### config.mk
export PLATFORM = sky130hd
export DESIGN_NAME = ifetch
export DESIGN_NICKNAME = d
export VERILOG_FILES = /design/src/rtl/sisc_pkg.sv /design/src/rtl/pc_unit.sv /design/src/rtl/ifetch.sv
export SDC_FILE = /design/constraint.sdc
export NUM_CORES = 1
export LEC_CHECK = 0
export CAP_MARGIN = 20
export CORE_AREA = 2 2 77 109
export CTS_CLUSTER_SIZE = 40
export DETAILED_ROUTE_END_ITERATION = 16
export DIE_AREA = 0 0 79 111
export GPL_TIMING_DRIVEN = 0
export PLACE_DENSITY = 0.87
export SLEW_MARGIN = 30
export SYNTH_ARGS = -nofsm -noshare
export SYNTH_HDL_FRONTEND = slang
export SYNTH_SLANG_ARGS = --single-unit
### constraint.sdc
create_clock -name clk -period 3 [get_ports clk]
set_clock_uncertainty 0.15 [all_clocks]
set_input_delay 0.9 -clock clk [delete_from_list [all_inputs] [get_ports clk]]
set_output_delay 0.9 -clock clk [all_outputs]
set_load 0.1 [all_outputs]
### src/rtl/sisc_pkg.sv
// sisc_pkg: shared opcodes, fetch state encoding and default fetch timeout.
package sisc_pkg;
  typedef enum logic [3:0] {
    NOOP   = 4'd0,
    ALU_OP = 4'd8,
    HLT    = 4'd15
  } opcode_e;
  typedef enum logic {
    IDLE = 1'b0,
    REQ  = 1'b1
  } fetch_state_e;
  localparam int DEF_TIMEOUT = 16;
endpackage

### src/rtl/pc_unit.sv
// pc_unit: program counter with +1 increment and absolute/relative branch load.
module pc_unit #(
  parameter int AW = 16
) (
  input  logic          clk,
  input  logic          rst_f,
  input  logic          inc,
  input  logic          load,
  input  logic          rel,
  input  logic [AW-1:0] off,
  output logic [AW-1:0] pc
);
  logic [AW-1:0] pc_d, pc_q;
  always_comb pc_d = load ? (rel ? pc_q + off : off) : inc ? pc_q + AW'(1) : pc_q;
  always_ff @(posedge clk or negedge rst_f)
    if (!rst_f) pc_q <= '0;
    else pc_q <= pc_d;
  assign pc = pc_q;
endmodule

### src/rtl/ifetch.sv
// ifetch: instruction fetch unit; request/ack handshake with timeout, IR and PC.
module ifetch
  import sisc_pkg::*;
#(
  parameter int AW      = 16,
  parameter int TIMEOUT = DEF_TIMEOUT
) (
  input  logic          clk,
  input  logic          rst_f,
  input  logic          fetch,
  input  logic          br_take,
  input  logic          br_rel,
  input  logic [AW-1:0] br_off,
  output logic          im_req,
  output logic [AW-1:0] im_addr,
  input  logic          im_ack,
  input  logic [31:0]   im_data,
  output logic [31:0]   instr,
  output logic [3:0]    opcode,
  output logic [3:0]    mm,
  output logic [AW-1:0] pc,
  output logic          ir_valid,
  output logic          busy,
  output logic          fault
);
  localparam int CW = $clog2(TIMEOUT + 1);
  fetch_state_e  state_d, state_q;
  logic [CW-1:0] cnt_d, cnt_q;
  logic [31:0]   instr_d, instr_q;
  logic          ir_valid_d, ir_valid_q, fault_d, fault_q;
  logic          inc, load;
  always_comb begin
    state_d    = state_q;
    cnt_d      = cnt_q;
    instr_d    = instr_q;
    ir_valid_d = ir_valid_q;
    fault_d    = fault_q;
    inc        = 1'b0;
    load       = 1'b0;
    if (state_q == IDLE) begin
      load = br_take;
      if (fetch) begin
        state_d    = REQ;
        ir_valid_d = 1'b0;
        cnt_d      = '0;
      end
    end else if (im_ack) begin
      instr_d    = im_data;
      inc        = 1'b1;
      ir_valid_d = 1'b1;
      state_d    = IDLE;
    end else if (cnt_q == CW'(TIMEOUT - 1)) begin
      // Timeout delivers a NOOP so ctrl can keep stepping.
      instr_d    = {NOOP, 28'd0};
      ir_valid_d = 1'b1;
      fault_d    = 1'b1;
      state_d    = IDLE;
    end else begin
      cnt_d = cnt_q + CW'(1);
    end
  end
  always_ff @(posedge clk or negedge rst_f)
    if (!rst_f) begin
      state_q    <= IDLE;
      cnt_q      <= '0;
      instr_q    <= '0;
      ir_valid_q <= 1'b0;
      fault_q    <= 1'b0;
    end else begin
      state_q    <= state_d;
      cnt_q      <= cnt_d;
      instr_q    <= instr_d;
      ir_valid_q <= ir_valid_d;
      fault_q    <= fault_d;
    end
  pc_unit #(.AW(AW)) u_pc (
    .clk  (clk),
    .rst_f(rst_f),
    .inc  (inc),
    .load (load),
    .rel  (br_rel),
    .off  (br_off),
    .pc   (pc)
  );
  assign im_req   = state_q == REQ;
  assign busy     = im_req;
  assign im_addr  = pc;
  assign instr    = instr_q;
  assign opcode   = instr_q[31:28];
  assign mm       = instr_q[27:24];
  assign ir_valid = ir_valid_q;
  assign fault    = fault_q;
endmodule

==> results of run 1 <==
-- worst reg2reg max path: stages (launching register included) --
cell	delay, ns
dfrtp_2	0.47
ha_2	0.21
fa_2	0.35
a211o_1	0.32
o211ai_1	0.09
buf_4	0.17
a21oi_2	0.07
a21o_1	0.19
a21oi_2	0.13
xor2_1	0.19
a31oi_1	0.10
-- final timing paths --
kind | to | slack (ns) | cells after the start
min in group clk | fault$_DFFE_PN0P_ | 0.33 | 1
hold / removal | cnt_q[0]$_DFFE_PN0P_ | 0.29 | 1
setup reg to reg | u_pc.pc[10]$_DFFE_PN0P_ | 0.43 | 10
setup / recovery | im_addr[14] | 0.04 | 1
max in group asynchronous | u_pc.pc[0]$_DFFE_PN0P_ | 1.95 | 2
hold reg to reg | fault$_DFFE_PN0P_ | 0.33 | 1
-- final cells by class --
cell class                      count  area share [%]
Inverter                            6           0.436
Multi-Input combinational cell    248            35.4
Clock inverter                      3           0.823
Clock buffer                        5            2.42
Sequential cell                    56            27.1
Timing Repair Buffer              137            26.4
Tap cell                          102            2.47
Buffer                             41            4.96
-- placed cells by master, fill, tap and decap left out, drive strengths merged, types with 2 or more instances in the layout --
| master | instances |
|---|---|
| clkdlybuf4s50 | 87 |
| dfrtp | 56 |
| buf | 36 |
| a22o | 32 |
| dlygate4sd2 | 27 |
| a21oi | 23 |
| nor2 | 22 |
| o21ai | 21 |
| clkbuf | 20 |
| nand2 | 19 |
| ha | 18 |
| xnor2 | 17 |
| dlymetal6s2s | 13 |
| xor2 | 12 |
| nand3 | 11 |
| mux2i | 9 |
| a21o | 7 |
| a211oi | 7 |
| nor3 | 7 |
| inv | 6 |
| nand2b | 6 |
| nand4 | 6 |
| a31oi | 6 |
| and3 | 5 |
| o21a | 3 |
| a211o | 2 |
| o211ai | 2 |
| mux2 | 2 |
| or2 | 2 |
-- per-layer routing --
layer	share of wire (%)	track usage (%)	up-vias
met1	37	22.5	1494
met5	0	0	-
li1	-	-	1537
met3	5.8	4.97	18
met2	55	39.2	102
met4	2.6	8.51	0
-- stage by stage --
step / util [%] / hold WS [ns] / cells / area, sq um / TNS [ns]
2_1_floorplan: - / 0.358 / 351 / 3420 / 0
3_3_place_gp: 61.3 / 0.305 / 582 / 4840 / -45.51
3_5_place_dp: 61.6 / 0.311 / 583 / 4870 / -3.97
4_1_cts: 63.9 / 0.284 / 595 / 5050 / 0
5_1_grt: 65.4 / 0.293 / 598 / 5170 / -0.0483
6_report: 65.4 / 0.288 / 598 / 5170 / 0
-- state kept, by name, indices dropped and copies added (netlist names) --
signal / cells
busy: 1
fault: 1
cnt_q: 5
instr: 32
u_pc.pc: 16
ir_valid: 1
-- kinds of logic after synthesis --
family	count (synthesis)	share of synthesized area [%]
AO/OA/AOI/OAI	107	21.3
adder cells (fa/ha/maj)	19	7.16
multiplexers	11	3.29
XOR/XNOR	29	7.42
buffers and inverters	47	8.15
AND/OR/NAND/NOR	82	11.7
flip-flops	56	40.9
-- what timing repair did --
item,in CTS,in global routing
resized for setup,34,26
hold buffers,0,0
pin swaps,9,7
setup buffers,4,3
setup endpoints to repair,33,20
==> qor.csv, run 1 <==
stage,metric,value,unit
status,outcome,"complete, no violations",
sta,min_period,2.96,ns
routing,routed_wirelength,9350,um
cts,numCtsBuffers,5,
cts,ctsRootBufferMaster,clkbuf_16,
setup_path,cp_max_fo,5,
routing,first_pass_iters,4,
setup_path,critPathTopFamily,buffers and inverters,
place,place_ws,-0.655,ns
global_routing,antenna_found_initial,0,
setup_path,required,1.95,ns
run,cap_violations,0,
synthesis,synth_cells,351,
synthesis,synthFlopType,dfrtp_1,
floorplan,die_w,79,um
synthesis,synth_top_area_share,40.9,%
routing,dr_total_vias,3151,
routing,antenna_left,0,
synthesis,synthTopCellsByArea,"dfrtp_1, a22o_1, ha_1, buf_4, xnor2_1",
final_layout,nets,568,
floorplan,dieArea,0.00877,sq mm
sta,min_period_over_period,98.6,%
sta,tightest_slew,1.02,ns
sta,slew_violations,0,
setup_path,end_kind,output port,
routing,wl_per_cell,15.6,um
cts,cts_tree,yes,
sta,rsz0062_at_grt,true,
synthesis,synth-seq-cells,56,
place,dpl.hpwl,7010,um
synthesis,synth_cell_types,40,
place,port_buffers,129,
synthesis,synth.most_common_cell,dfrtp_1,
synthesis,synth-edff-count,0,
final_layout,antenna_cells,0,
setup_path,critPathArrivalTime,1.91,ns
sta,slew_headroom,31.7,%
synthesis,synth-async-reset-ratio,100,%
cts,clk_pin_slew,0.07,ns
cts,cts.sinks,56,
setup_path,critPathSlowestCell,clkdlybuf4s50_1,
floorplan,ios,130,
global_routing,grt_pass1_vias,3249,
sta,setup_violations,0,
cts,cts_buffer_depth,2,
global_routing,grt_pass1_wl,14900,um
synthesis,yosys-top-cells-count,"dfrtp_1, a22o_1, buf_4, a21oi_1, nor2_1",
sta,fmax,0.338,GHz
synthesis,yosysTopAreaCell,dfrtp_1,
setup_path,crit_start,u_pc.pc[14]$_DFFE_PN0P_,
cts,htree_levels,2,
routing,dr.first_iter.drc_count,152,
floorplan,rows,39,
floorplan,coreArea,0.00791,sq mm
synthesis,synth_warnings,0,
final_layout,area_delta_synth_final,51.0,%
final_layout,seq_area,0.00140,sq mm
routing,vias_per_cell,5.27,
setup_path,worst-path-buf-inv,1,
worst_hold_path,worstHoldPathType,input pin to async pin,
setup_path,slowest_delay,1.17,ns
final_layout,layout-drive-gt1-share,14.1,%
synthesis,synth_nets,424,
sta,fin_ws,0.0435,ns
synthesis,syn_avg_cell_area,9.75,sq um
setup_path,start_kind,flip-flop,
final_layout,nFillCells,635,
setup_path,timing.rr.start,u_pc.pc[0]$_DFFE_PN0P_,
setup_path,cp_cell_sequence,clkdlybuf4s50_1,
final_layout,multi_input_area,0.00183,sq mm
global_routing,grt.total_usage,21.2,%
place,gp_congestion,0.887,
routing,drc,0,
global_routing,grt_max_degree,47,
floorplan,dieHeight,111,um
setup_path,crit_type,flip-flop to output port,
floorplan,initial_core_util,43.3,%
cts,clk_latency,0.29,ns
sta,final_hold_viol_count,0,
synthesis,syn_area,0.00342,sq mm
global_routing,gr-total-overflow,0,
synthesis,yosysSeqAreaShare,40.9,%
Power of run 1 is left out: the tool's default activity adds up to more than one toggle a clock period on the data nets, which glitch-free logic cannot reach.
==> inputs of run 2 (changes only) <==
- ABC_AREA: default -> 1
- CORE_AREA: 2 2 77 109 -> 2 2 80 113
- DIE_AREA: 0 0 79 111 -> 0 0 82 115
==> run 2 against run 1 <==
Compared with the run above: maximum frequency shrank 0.20%; clock-buffer cell count is the same; design area grew 5.7%; hold slack gained 0.028 ns; area after synthesis grew 13%; largest cell class unchanged; highest routed layer unchanged.
==> qor.csv, run 2 <==
stage,metric,value,unit
place,dpl.hpwl,8980,um
sta,final_hold_viol_count,0,
routing,first_pass_iters,5,
final_layout,area_delta_synth_final,41.5,%
routing,antenna_left,0,
final_layout,antenna_cells,0,
power,power.leakage,2.84,nW
sta,slew_headroom,32.5,%
cts,clk_pin_slew,0.07,ns
setup_path,timing.rr.end,u_pc.pc[10]$_DFFE_PN0P_,
floorplan,rows,40,
setup_path,critPathTopFamily,buffers and inverters,
routing,vias_per_cell,5.30,
power,p_int,2.48,mW
sta,setup_violations,0,
synthesis,yosysSeqAreaShare,36.3,%
power,combPwrFrac,68.4,%
sta,tns,0,ns
setup_path,cp_max_fo,3,
synthesis,synth-seq-cells,56,
sta,rsz0062_at_grt,false,
setup_path,crit_type,flip-flop to output port,
setup_path,critPathSlowestCell,clkdlybuf4s50_1,
final_layout,layout-drive-gt1-share,9.31,%
sta,min_period_over_period,98.8,%
global_routing,antenna_found_initial,0,
worst_hold_path,holdCritStartpoint,fault$_DFFE_PN0P_,
global_routing,grt_pass1_wl,18900,um
final_layout,final_area,0.00546,sq mm
final_layout,nets,728,
worst_hold_path,whs_endpoint,fault$_DFFE_PN0P_,
floorplan,die_w,82,um
routing,dr_total_vias,4029,
worst_hold_path,worstHoldPathType,flip-flop to flip-flop,
place,dpl_cell_area,0.00529,sq mm
floorplan,dieHeight,115,um
cts,cts_tree,yes,
setup_path,reg2reg_setup_slack,0.72,ns
setup_path,required,1.95,ns
synthesis,synth_cells,519,
synthesis,synthFlopType,dfrtp_1,
place,port_buffers,128,
power,pwr-share-clk,11.8,%
cts,clk_latency,0.29,ns
setup_path,worst-path-buf-inv,2,
routing,routed_wirelength,11600,um
final_layout,final_common_cell,nand2_1,
run,cap_violations,0,
cts,post_cts_buffers,0,
cts,ctsRootBufferMaster,clkbuf_16,
setup_path,start_kind,flip-flop,
synthesis,synth_nets,592,
synthesis,synth-edff-count,0,
floorplan,dieArea,0.00943,sq mm
synthesis,synth_cell_types,37,
global_routing,grt_pass1_vias,4181,
setup_path,cp_cell_sequence,buf_4 > clkdlybuf4s50_1,
power,switching_share,60.2,%
floorplan,initial_core_util,45.9,%
place,gp_congestion,0.944,
sta,slew_violations,0,
final_layout,largest_register_ffs,32,
cts,numCtsBuffers,5,
power,total_power,6.23,mW
power,seq_power_share,19.8,%
power,vdd_ir_drop_max,0.826,mV
sta,min_period,2.96,ns
status,outcome,"complete, no violations",
synthesis,yosys-top-cells-count,"nand2_1, inv_1, nor2_1, dfrtp_1, nand3_1",
synthesis,syn_area,0.00386,sq mm
setup_path,end_kind,output port,
setup_path,timing.rr.start,u_pc.pc[0]$_DFFE_PN0P_,
floorplan,coreArea,0.00841,sq mm
sta,fmax,0.338,GHz
routing,dr.first_iter.drc_count,233,
routing,wl_per_cell,15.2,um
sta,tightest_slew,1.01,ns
synthesis,syn_avg_cell_area,7.44,sq um
power,switchingPower,3.75,mW
worst_hold_path,hold-path-cell-count,1,
global_routing,grt_max_degree,37,
global_routing,gr-total-overflow,0,
synthesis,synth_top_area_share,36.3,%
cts,cts.sinks,56,
floorplan,ios,130,
final_layout,layout_common_cells,"nand2_1, clkdlybuf4s50_1, inv_1",
synthesis,synth-async-reset-ratio,100,%
cts,htree_levels,2,
setup_path,critPathArrivalTime,1.91,ns
cts,cts_buffer_depth,2,
setup_path,reg2regPathDepth,14,
synthesis,synth.most_common_cell,nand2_1,
setup_path,slowest_delay,1.11,ns
power,power_density,1140,mW/mm^2
global_routing,grt.total_usage,25.4,%
synthesis,synthTopCellsByArea,"dfrtp_1, nand2_1, a22o_1, ha_1, inv_1",
setup_path,cp.depth,2,
synthesis,yosysTopAreaCell,dfrtp_1,
routing,drc,0,
synthesis,synth_warnings,0,
[run 2: metal layers]
| layer | global-route usage [%] | vias to the layer above | wire [um] |
|---|---|---|---|
| met1 | 26.9 | 1885 | 4140 |
| li1 | - | 1946 | - |
| met2 | 47.8 | 163 | 6320 |
| met5 | 0 | - | 0 |
| met4 | 10.1 | 0 | 376 |
| met3 | 5.34 | 35 | 729 |
[run 2: cell type report]
class | instances | area, sq um
fill | 754 | 2950
sequential | 56 | 1400
multi-input combinational | 358 | 1960
clock buffer | 5 | 125
buffer | 39 | 255
inverter | 66 | 248
clock inverter | 2 | 60.1
tap | 105 | 131
timing repair buffer | 129 | 1290
[run 2: power by group through the flow]
stage	logic, mW	clock network [mW]	registers, mW
CTS	4.25	0.746	1.23
detailed placement	4.34	0	1.23
finish	4.26	0.737	1.23
global route	4.48	0.781	1.26
floorplan	2.01	0	2.54
global placement	4.26	0	1.22
[run 2: cells by family after synthesis]
family | synth area share (%)
AOI/OAI and AO/OA | 15.5
buffers and inverters | 13.0
DFF | 36.3
xor gates and xnor gates | 1.82
adders and majority gates | 6.35
and+or+nand+nor | 27.0
[run 2: per-stage QoR]
| stage | cells | setup WS [ns] | hold WS, ns | util, % |
|---|---|---|---|---|
| CTS | 760 | 0.000166 | 0.325 | 64.7 |
| global route | 760 | 0.000526 | 0.336 | 65.0 |
| global placement | 752 | -0.759 | 0.292 | 62.7 |
| floorplan | 519 | 0.452 | 0.294 | - |
| finish | 760 | 0.0375 | 0.316 | 65.0 |
| detailed placement | 753 | -0.104 | 0.310 | 62.9 |
[run 2: worst max-delay path by stage]
stage / start / endpoint / slack (ns)
after floorplan: u_pc.pc[1]$_DFFE_PN0P_ / u_pc.pc[10]$_DFFE_PN0P_ / 0.45
final: instr[25]$_DFFE_PN0P_ / mm[1] / 0.04
after detailed placement: br_off[0] / u_pc.pc[10]$_DFFE_PN0P_ / -0.10
after CTS: u_pc.pc[9]$_DFFE_PN0P_ / im_addr[9] / 0.0002
after global placement: rst_f / instr[24]$_DFFE_PN0P_ / -0.76
after global routing: instr[25]$_DFFE_PN0P_ / mm[1] / 0.0005
[run 2: what timing repair did]
action                                  in CTS  in global routing
gates resized for setup                     28                  9
hold buffers                                 0                  0
endpoints found under the setup margin      28                  9
No activity file was read; power rests on OpenSTA's default activity.
